`config.mk`:
```
export PLATFORM = sky130hd
export DESIGN_NAME = data_word_access_unit
export DESIGN_NICKNAME = d
export VERILOG_FILES = /design/src/rtl/data_word_access_unit.sv
export SDC_FILE = /design/constraint.sdc
export NUM_CORES = 1
export LEC_CHECK = 0
export ABC_CLOCK_PERIOD_IN_PS = 8900
export CAP_MARGIN = 5
export CORE_MARGIN = 3
export CORE_UTILIZATION = 56
export CTS_BUF_LIST = sky130_fd_sc_hd__clkbuf_8
export DETAILED_ROUTE_END_ITERATION = 16
export PLACE_DENSITY_LB_ADDON = 0.2
export SYNTH_ARGS = -nofsm -noshare
export SYNTH_HDL_FRONTEND = slang
export SYNTH_SLANG_ARGS = --single-unit
```
`constraint.sdc`:
```
create_clock -name CLK -period 8.9 [get_ports CLK]
set_input_delay 1.78 -clock CLK [delete_from_list [all_inputs] [get_ports CLK]]
set_output_delay 1.78 -clock CLK [all_outputs]
set_load 0.01 [all_outputs]
```
`src/rtl/data_word_access_unit.sv`:
```
// Purpose : sequences one CPU word operation (load/store/bit RMW/saturating inc-dec) onto a single-port data memory.
// Latency : ACK 3 cycles after the REQ edge for LOAD, 2 for STORE, 4 for RMW, 1 for an illegal opcode.
// Backpres: one op in flight; REQ is only taken in IDLE or on the edge ending DONE, otherwise ignored.
module data_word_access_unit #(
   parameter int AW = 16,
   parameter int DW = 32
) (
   input  logic          CLK,
   input  logic          RST,
   input  logic          REQ,
   input  logic [2:0]    OP,
   input  logic [AW-1:0] ADDR,
   input  logic [DW-1:0] WDATA,
   input  logic [4:0]    BITSEL,
   output logic          BUSY,
   output logic          ACK,
   output logic          ERR,
   output logic [DW-1:0] RDATA,
   output logic [AW-1:0] M_A,
   output logic          M_WE,
   output logic [DW-1:0] M_DI,
   input  logic [DW-1:0] M_DQ
);

   localparam logic [2:0] OP_LOAD  = 3'd0;
   localparam logic [2:0] OP_STORE = 3'd1;
   localparam logic [2:0] OP_SET   = 3'd2;
   localparam logic [2:0] OP_CLR   = 3'd3;
   localparam logic [2:0] OP_INC   = 3'd4;
   localparam logic [2:0] OP_DEC   = 3'd5;

   localparam logic [DW-1:0] ONE = {{(DW-1){1'b0}}, 1'b1};

   typedef enum logic [2:0] {IDLE, RD, CAP, WR, DONE} state_t;

   state_t        state;
   logic [2:0]    op_q;
   logic [4:0]    bitsel_q;
   logic          accept;
   logic [DW-1:0] bit_mask;
   logic [DW-1:0] rmw_val;

   // A request is taken when idle, or back-to-back on the edge that closes DONE.
   assign accept = REQ && ((state == IDLE) || (state == DONE));

   // New word value for the read-modify-write ops, built from the word just read.
   always_comb begin
      bit_mask = ONE << bitsel_q;
      rmw_val  = M_DQ;
      case (op_q)
         OP_SET:  rmw_val = M_DQ | bit_mask;
         OP_CLR:  rmw_val = M_DQ & ~bit_mask;
         OP_INC:  rmw_val = (&M_DQ) ? M_DQ : (M_DQ + ONE);
         OP_DEC:  rmw_val = (|M_DQ) ? (M_DQ - ONE) : M_DQ;
         default: rmw_val = M_DQ;
      endcase
   end

   // Operation sequencer; every output is a register so the memory sees clean timing.
   always_ff @(posedge CLK or posedge RST) begin
      if (RST) begin
         state    <= IDLE;
         op_q     <= OP_LOAD;
         bitsel_q <= '0;
         BUSY     <= 1'b0;
         ACK      <= 1'b0;
         ERR      <= 1'b0;
         RDATA    <= '0;
         M_A      <= '0;
         M_WE     <= 1'b0;
         M_DI     <= '0;
      end else if (accept) begin
         op_q     <= OP;
         bitsel_q <= BITSEL;
         BUSY     <= 1'b1;
         ACK      <= 1'b0;
         ERR      <= 1'b0;
         M_A      <= ADDR;
         M_WE     <= 1'b0;
         case (OP)
            OP_LOAD, OP_SET, OP_CLR, OP_INC, OP_DEC: begin
               state <= RD;
            end
            OP_STORE: begin
               state <= WR;
               M_WE  <= 1'b1;
               M_DI  <= WDATA;
            end
            default: begin
               // Illegal opcode: report immediately, never touch memory.
               state <= DONE;
               ACK   <= 1'b1;
               ERR   <= 1'b1;
            end
         endcase
      end else begin
         case (state)
            RD: begin
               // Memory registers M_A at the end of this cycle.
               state <= CAP;
            end
            CAP: begin
               if (op_q == OP_LOAD) begin
                  RDATA <= M_DQ;
                  ACK   <= 1'b1;
                  state <= DONE;
               end else begin
                  M_DI  <= rmw_val;
                  M_WE  <= 1'b1;
                  state <= WR;
               end
            end
            WR: begin
               // Memory writes at the edge closing this cycle; report the written value.
               M_WE  <= 1'b0;
               RDATA <= M_DI;
               ACK   <= 1'b1;
               state <= DONE;
            end
            DONE: begin
               ACK   <= 1'b0;
               ERR   <= 1'b0;
               BUSY  <= 1'b0;
               state <= IDLE;
            end
            default: begin
               state <= IDLE;
            end
         endcase
      end
   end

endmodule

```
=== Word-level counts from Yosys, hierarchy flattened ===
Index checks and enable logic that the tools add are counted.

* Bits in registers: 95
* Output and inout port bits: 84
* Word-level logic and storage cells: 77

* $add $sub $neg: 2
* Eq/ne operators: 18
* Shift operators: 1
* Muxes and demuxes: 24
* Bitwise logic cells: 4
* Reductions and logical operators: 18

{| class="wikitable"
|+ Operators with widths
! operator !! number
|-
| 32-bit two-way mux || 7
|-
| 32-bit case mux with 4 select lines || 1
|-
| 32-bit case mux with 2 select lines || 1
|-
| 32-bit by 1-bit adder with 32-bit output (second input constant) || 1
|-
| 32-bit AND || 1
|-
| 32-bit NOT || 1
|-
| 32-bit OR || 1
|-
| 32-bit AND reduction || 1
|-
| 32-bit OR reduction || 1
|-
| 1-bit by 5-bit << shifter with 32-bit output (first input constant) || 1
|-
| 32-bit by 1-bit subtractor with 32-bit output (second input constant) || 1
|-
| 3-bit by 2-bit == test with 1-bit output (second input constant) || 6
|-
| 3-bit == test (second input constant) || 5
|-
| 3-bit logical NOT || 3
|-
| 1-bit two-way mux || 9
|-
| 3-bit case mux with 3 select lines || 1
|-
| 3-bit by 1-bit == test with 1-bit output (second input constant) || 2
|-
| 3-bit two-way mux || 2
|-
| 3-bit inequality test (second input constant) || 2
|-
| 3-bit case mux with 2 select lines || 1
|-
| 3-bit AND reduction || 2
|-
| 2-bit nonzero test || 3
|-
| 6-bit OR reduction || 1
|-
| 5-bit OR reduction || 1
|-
| other kinds (10) || 12
|}

=== Logic depth before layout (Yosys ltp) ===
Gate-level depths: netlist (run 1).

* Word-level depth: 7
* Mapped depth: 12

=== Least setup slack after synthesis (run 1) ===
Ideal clock, no wire load.

* Kind: input -> register
* Start: in M_DQ[0]
* End: reg M_DI[0]
* Setup time: 0.124 ns
* Data arrival time: 3.781 ns
* Required time: 8.776 ns
* Setup slack: 4.995 ns
* Cell stages on the path: 12
* Buffers on the path: 3
* Cell sequence: clkbuf_1 > inv_1 > ha_1 > nor4b_2 > and4b_1 > buf_4 > and3_4 > buf_6 > a211oi_1 > xnor2_1 > a21oi_1 > a211o_1

* Word-level cells in the longest chain between the ends: 6
* Elaborated cells between the ends (all ways): 12
* Classes of those cells: 2 x add/sub; 6 x mux; 2 x bitwise; 2 x reduce/logical

{| class="wikitable"
|+ RTL lines
! item !! line !! source
|-
| start: declaration || 22 || <nowiki>input logic [DW-1:0] M_DQ</nowiki>
|-
| 32-bit by 1-bit subtractor with 32-bit output, or another cell as far along || 54 || <nowiki>OP_DEC: rmw_val = (|M_DQ) ? (M_DQ - ONE) : M_DQ;</nowiki>
|-
| 32-bit two-way mux, on equally long branches || 54, 53 ||
|-
| 32-bit case mux with 4 select lines * || 50 || <nowiki>case (op_q)</nowiki>
|-
| 32-bit two-way mux * || 103 || <nowiki>if (op_q == OP_LOAD) begin</nowiki>
|-
| 32-bit two-way mux * || 97 || <nowiki>case (state)</nowiki>
|-
| 32-bit two-way mux * || 72 || <nowiki>end else if (accept) begin</nowiki>
|-
| end signal: assignment || 108 || <nowiki>M_DI <= rmw_val;</nowiki>
|-
| end: declaration || 21 || <nowiki>output logic [DW-1:0] M_DI,</nowiki>
|}

Every way passes the cells marked *; elsewhere a longest branch is shown, timed or not. The select of a mux whose other input is x is not followed.
A chain may end at the register's enable or synchronous reset.

=== Worst setup path after layout (run 1) ===
* Start: in REQ
* End: reg M_DI[25]

* Word-level cells in the longest chain between the ends: 3
* Elaborated cells between the ends (all ways): 6
* Classes of those cells: 2 x eq/ne; 1 x mux; 3 x reduce/logical

{| class="wikitable"
|+ RTL lines
! item !! line !! source
|-
| start: declaration || 10 || <nowiki>input logic REQ,</nowiki>
|-
| 1-bit logical AND * || 44 || <nowiki>assign accept = REQ && ((state == IDLE) || (state == DONE));</nowiki>
|-
| 2-bit by 1-bit inequality test with 1-bit output (no source line), or another cell as far along || n/a ||
|-
| 3-bit AND reduction (no source line) || n/a ||
|}

Every way passes the cells marked *; elsewhere a longest branch is shown, timed or not.

==> impl_metrics.ini, run 1 <==
[sta]
slew_headroom_pct = 23.8
timing.fmax_mhz = 213
rsz0062_at_grt = no
slew_viol_final = 0
hold_viol_final = 0
worst_slew_pin_slew_ps = 1140
tns_ps = 0
fin_crit_sh_pct = 52.9
finalWorstSetupSlack_ps = 4190
finalSetupViolations = 0
post-route-min-period_ps = 4710
skew_ps = 14.1

[synthesis]
synth.area.top_cells = dfrtp_1 (33%), nand2_1 (9.1%), o21ai_0 (6.8%)
yosysTopAreaCell = dfrtp_1
synthArstFlopShare_pct = 100
synth_enable_flop_cells = 0
synth_seq_cells = 95
synth_area_per_cell_um2 = 7.78
synth_top_area_share_pct = 33.5
synth_cell_types = 81
ys_seq_area_share_pct = 33.5
yosys_warnings = 0
syn-num-nets = 1007
syn_inst = 913
synth_ff_type = dfrtp_1
syn-cell-area_mm2 = 0.00710

[global_route]
use_met3_pct = 11.3
grtUsageTotal_pct = 36.2
grt_max_degree = 67
met1_usage_pct = 49.9
grt_pass1_wl_mm = 40.7
antenna_found_initial = 0
overflow = 0
grt_busiest_layer = met2
use_met2_pct = 52.9
first_global_vias = 7451

[worst_hold_path]
worstHoldStart = M_A[2]
min_to = M_A[2]
holdPathStages = 2
hp-class = reg -> reg

[job]
cap_violations = 0

[place]
place_area_mm2 = 0.00874
dp_slack_ps = 3880
io_buffers = 174
gp_congestion = 1.03
hpwl_mm = 18.2

[clock_tree]
cts.clk_slew.worst_paths_ps = 100
clk_latency_ps = 410
cts_root_buffer = clkbuf_8
numCtsBuffers = 9
postCtsSetupRepairBufs = 0
clkSinkCount = 95
clk_path_buf_depth = 2
ctsHtreeMaxLevel = 3
cts_tree = done
ctsHoldBuffers = 0
cts_resized = 0

[power_and_ir_drop]
leakagePower_uw = 0.00369
combPwrFrac_pct = 57.8
power.density_mw_per_mm2 = 301
p_int_uw = 1450
netSwitchingPower_uw = 1240
ir_worst_vdd_v = 0.000201
swShare_pct = 46.2
p_seq_share_pct = 30.7
p_clk_share_pct = 11.5

[finish]
nFillCells = 1013
num_antenna_cells = 0
syn2layout_area_growth_pct = 25.8
final_nets = 1115
drive_gt1_share_pct = 5.46
fin_area_mm2 = 0.00894

[floorplan]
start_util_pct = 58.2
die_area_mm2 = 0.0141
ioPinCount = 175
die_w_um = 119
core_area_mm2 = 0.0122
fp-row-count = 40
die_y_um = 119

[drt]
drtIter0Drc = 1107
dr.pass1.iters = 6
postRouteAntennaNets = 0
wl_per_cell_um = 21.5
totalWireLength_mm = 25.7
vias = 7826
via_per_inst = 6.55
drc_errors = 0

[worst_setup_path]
worstPathMaxFanout = 49
crit_path_start_kind = primary input
crit_path_start = REQ
critical_path.endpoint_type = flop
crit_type = in -> reg
regToRegSetupSlack_ps = 4790
r2r_end = M_DI[21]
required_ps = 9180
crit_arrival_ps = 4980
reg2regPathDepth = 6
rr_startpoint = op_q[2]

[run_status]
status = finished, final reports clean
## synth_stat cells, types with 4 or more instances
cell	n
o221ai_1	6
and2_1	5
buf_1	4
xnor2_1	8
nor4_1	12
mux2i_1	35
nand4_1	9
o211ai_1	8
a211o_1	5
o31ai_1	10
and3_1	17
nand2_1	172
a31oi_1	19
or2_2	5
buf_4	5
o311ai_0	7
clkbuf_1	51
a21oi_1	42
nand3b_1	6
nor3_1	25
nor2_1	57
inv_1	7
dfrtp_1	95
a221oi_1	5
and4_1	7
xor2_1	15
nor2b_1	7
buf_2	20
o21ai_1	4
nand4b_1	4
a211oi_1	10
nand3_1	33
or3_1	20
o21ai_0	96
nand2b_1	7
## how the worst max path moves through the flow
stage	to	slack [ps]	cells past startpoint
after detailed placement	M_DI[25]	3880	8
after CTS	M_DI[25]	4290	8
final	M_DI[25]	4190	8
after global placement	M_DI[25]	3960	8
after floorplan	ACK	4640	1
after global routing	M_DI[25]	4060	8
## state kept, by name (all words and copies together) (netlist names)
register  cells
ACK           1
BUSY          1
ERR           1
M_A          16
M_DI         32
M_WE          1
RDATA        32
bitsel_q      5
op_q          3
state         3
## cell families (layout without fill, tap and decap cells)
kind of cell,count (synthesis),after routing,synth area share (%)
AOI/OAI and AO/OA,252,252,22.7
xor gates and xnor gates,23,23,2.84
adders and majority gates,3,3,0.529
buffers and inverters,91,204,5.76
DFF,95,95,33.5
muxes,37,37,5.25
and+or+nand+nor,412,412,29.5
## cell type report
type,instances,area [µm²],area share [%]
Multi-Input combinational cell,727,4330,48.4
Sequential cell,95,2380,26.6
Timing Repair Buffer,181,1790,20.1
Tap cell,168,210,2.35
Clock buffer,9,124,1.39
Clock inverter,7,77.6,0.868
Inverter,7,28.8,0.322
## critical path, cell delays in order
cell and delay [ps]:
clkdlybuf4s50_1 490, or3b_4 640, nor3_1 770, nor2_2 370, buf_4 320, a21oi_1 240
o221ai_1 160, a2bb2oi_1 190
## placed cells by master, fill, tap and decap left out, types with 4 or more instances in the layout
cell type / instances
o221ai_1: 6
nor4_1: 12
o31ai_1: 10
a221oi_1: 5
and4_1: 7
mux2i_1: 35
clkdlybuf4s50_1: 174
xnor2_1: 8
a211oi_1: 10
buf_4: 7
or2_2: 5
o21ai_0: 96
and2_1: 6
nand2b_1: 7
a21oi_1: 42
nor3_1: 25
nand3_1: 33
clkbuf_8: 9
and3_1: 17
nand2_1: 170
o311ai_0: 7
o211ai_1: 8
nand3b_1: 6
nand4b_1: 4
a211o_1: 5
or3_1: 20
a31oi_1: 19
inv_1: 6
xor2_1: 15
nor2b_1: 6
nand4_1: 9
nor2_1: 56
dfrtp_1: 95
o21ai_1: 4
## power groups by stage
stage	Clock, µW	Combinational [µW]	Sequential (µW)
3_3_place_gp	0	1500	820
2_1_floorplan	0	800	859
5_1_grt	328	1680	858
6_report	309	1560	828
4_1_cts	309	1530	823
3_5_place_dp	0	1530	831
## through the flow
step | instances | total power, µW | hold WS [ps] | utilization, %
final | 1194 | 2690 | 488 | 73.2
after global routing | 1194 | 2870 | 513 | 73.2
after CTS | 1194 | 2670 | 487 | 73.2
after detailed placement | 1178 | 2360 | 466 | 71.5
after global placement | 1178 | 2320 | 457 | 71.5
after floorplan | 913 | 1660 | 461 | -
## per-layer routing
metal	vias up	part of all wire (%)
li1	3539	-
met1	3666	41
met2	548	43
met3	73	13
met4	0	3.4
met5	-	0
No activity file was read; power rests on OpenSTA's default activity.
==> run 2, diff against run 1 <==
ABC_CLOCK_PERIOD_IN_PS = 4900   (was 8900)
CORE_UTILIZATION = 52   (was 56)
clock period = 4.9 ns   (was 8.9 ns; I/O delays follow)
==> impl_metrics.ini, run 2 (same netlist as run 1, synthesis figures left out) <==
[floorplan]
die_w_um = 123
die_y_um = 123
fp-row-count = 42
core_area_mm2 = 0.0133
die_area_mm2 = 0.0151
ioPinCount = 175
start_util_pct = 53.4

[worst_setup_path]
required_ps = 5200
critical_path.endpoint_type = flop
crit_arrival_ps = 3940
crit_type = in -> reg
crit_path_start_kind = primary input
worstPathMaxFanout = 14

[sta]
slew_viol_final = 0
rsz0062_at_grt = no
finalWorstSetupSlack_ps = 1260
tns_ps = 0
slew_headroom_pct = 24.6
post-route-min-period_ps = 3640
skew_ps = 11.3
fin_crit_sh_pct = 74.2
worst_slew_pin_slew_ps = 1130
timing.fmax_mhz = 275
hold_viol_final = 0
fin_hold_ws_ps = 479
finalSetupViolations = 0

[finish]
num_antenna_cells = 0
final_nets = 1128
syn2layout_area_growth_pct = 26.9
nFillCells = 1164
drive_gt1_share_pct = 6.55
final_common_cell = clkdlybuf4s50_1
final_cell_mix = clkdlybuf4s50_1 (174), nand2_1 (170), o21ai_0 (96)
reg.largest.list = M_DI x32, RDATA x32, M_A x16

[global_route]
grt_pass1_wl_mm = 40.6
antenna_found_initial = 0
grtUsageTotal_pct = 34.6
overflow = 0
grt_max_degree = 77
first_global_vias = 7323

[drt]
postRouteAntennaNets = 0
drtIter0Drc = 861
wl_per_cell_um = 21.3
totalWireLength_mm = 25.9
dr.pass1.iters = 6
vias = 7806
drc_errors = 0
via_per_inst = 6.43

[place]
io_buffers = 174
gp_congestion = 1.02
hpwl_mm = 18.4
dp_slack_ps = 955

[clock_tree]
cts_resized = 0
clk_latency_ps = 390
ctsHtreeMaxLevel = 3
ctsHoldBuffers = 0
cts.clk_slew.worst_paths_ps = 100
cts_tree = done
cts_root_buffer = clkbuf_8
clkSinkCount = 95
clk_path_buf_depth = 2
numCtsBuffers = 9
postCtsSetupRepairBufs = 0

[power_and_ir_drop]
p_seq_share_pct = 31.1
power_uw = 4850
p_int_uw = 2610
ir_worst_vdd_v = 0.000347
p_clk_share_pct = 10.1
netSwitchingPower_uw = 2240
power.density_mw_per_mm2 = 538
swShare_pct = 46.2
leakagePower_uw = 0.00373
combPwrFrac_pct = 58.8

[run_status]
status = finished, final reports clean

[worst_hold_path]
hp-class = reg -> reg

[job]
cap_violations = 0
## run 2: changes by cell type in the layout (fill, tap and decap cells not counted)
cell	delta
bufinv_16	-1
buf_4	+13
inv_8	-1
inv_6	-1
clkinv_4	+2
## run 2: worst max-delay path, cell delays in order
cell and delay [ps]:
clkdlybuf4s50_1 710, inv_1 150, ha_1 230, nor4b_2 170
and4b_1 280, and3_4 260, nor2_1 500, a31oi_1 190
mux2_2 310, o31ai_2 160
## run 2: final timing paths
kind	from	endpoint	slack [ps]	cells after the start
max	M_DQ[1]	M_DI[18]	1260	10
max reg2reg	op_q[2]	M_DI[28]	1590	7
min in group asynchronous	RST	RDATA[25]	1160	2
min	M_A[7]	M_A[7]	480	2
max in group asynchronous	RST	RDATA[2]	2870	3
min reg2reg	M_A[7]	M_A[7]	480	2
## run 2: routing by layer
metal | vias up | GRT usage [%] | share of wire (%)
met3 | 77 | 9.86 | 13
met4 | 0 | 11.8 | 3.3
li1 | 3569 | - | -
met1 | 3618 | 48.2 | 41
met2 | 542 | 51.8 | 44
met5 | - | 0 | 0
## run 2: power by group through the flow
| stage | logic (µW) | registers, µW | clock network, µW |
|---|---|---|---|
| 2_1_floorplan | 1450 | 1560 | 0 |
| 3_3_place_gp | 2790 | 1490 | 0 |
| 3_5_place_dp | 2820 | 1510 | 0 |
| 4_1_cts | 2830 | 1500 | 497 |
| 5_1_grt | 3110 | 1560 | 531 |
| 6_report | 2850 | 1510 | 490 |
## run 2: area by class of cell
class                           instances  area, µm²  share of cell area, %
Clock buffer                            9        124                   1.37
Timing Repair Buffer                  194       1890                   21.0
Tap cell                              176        220                   2.44
Clock inverter                          6       45.0                  0.500
Multi-Input combinational cell        727       4330                   48.0
Sequential cell                        95       2380                   26.4
Inverter                                7       28.8                  0.319
## run 2: stage by stage
stage          instances  util, %  instance area, µm²
4_1_cts             1214     67.8                9010
3_3_place_gp        1199     66.5                8840
2_1_floorplan        913        -                7100
3_5_place_dp        1199     66.5                8840
5_1_grt             1214     67.8                9010
6_report            1214     67.8                9010
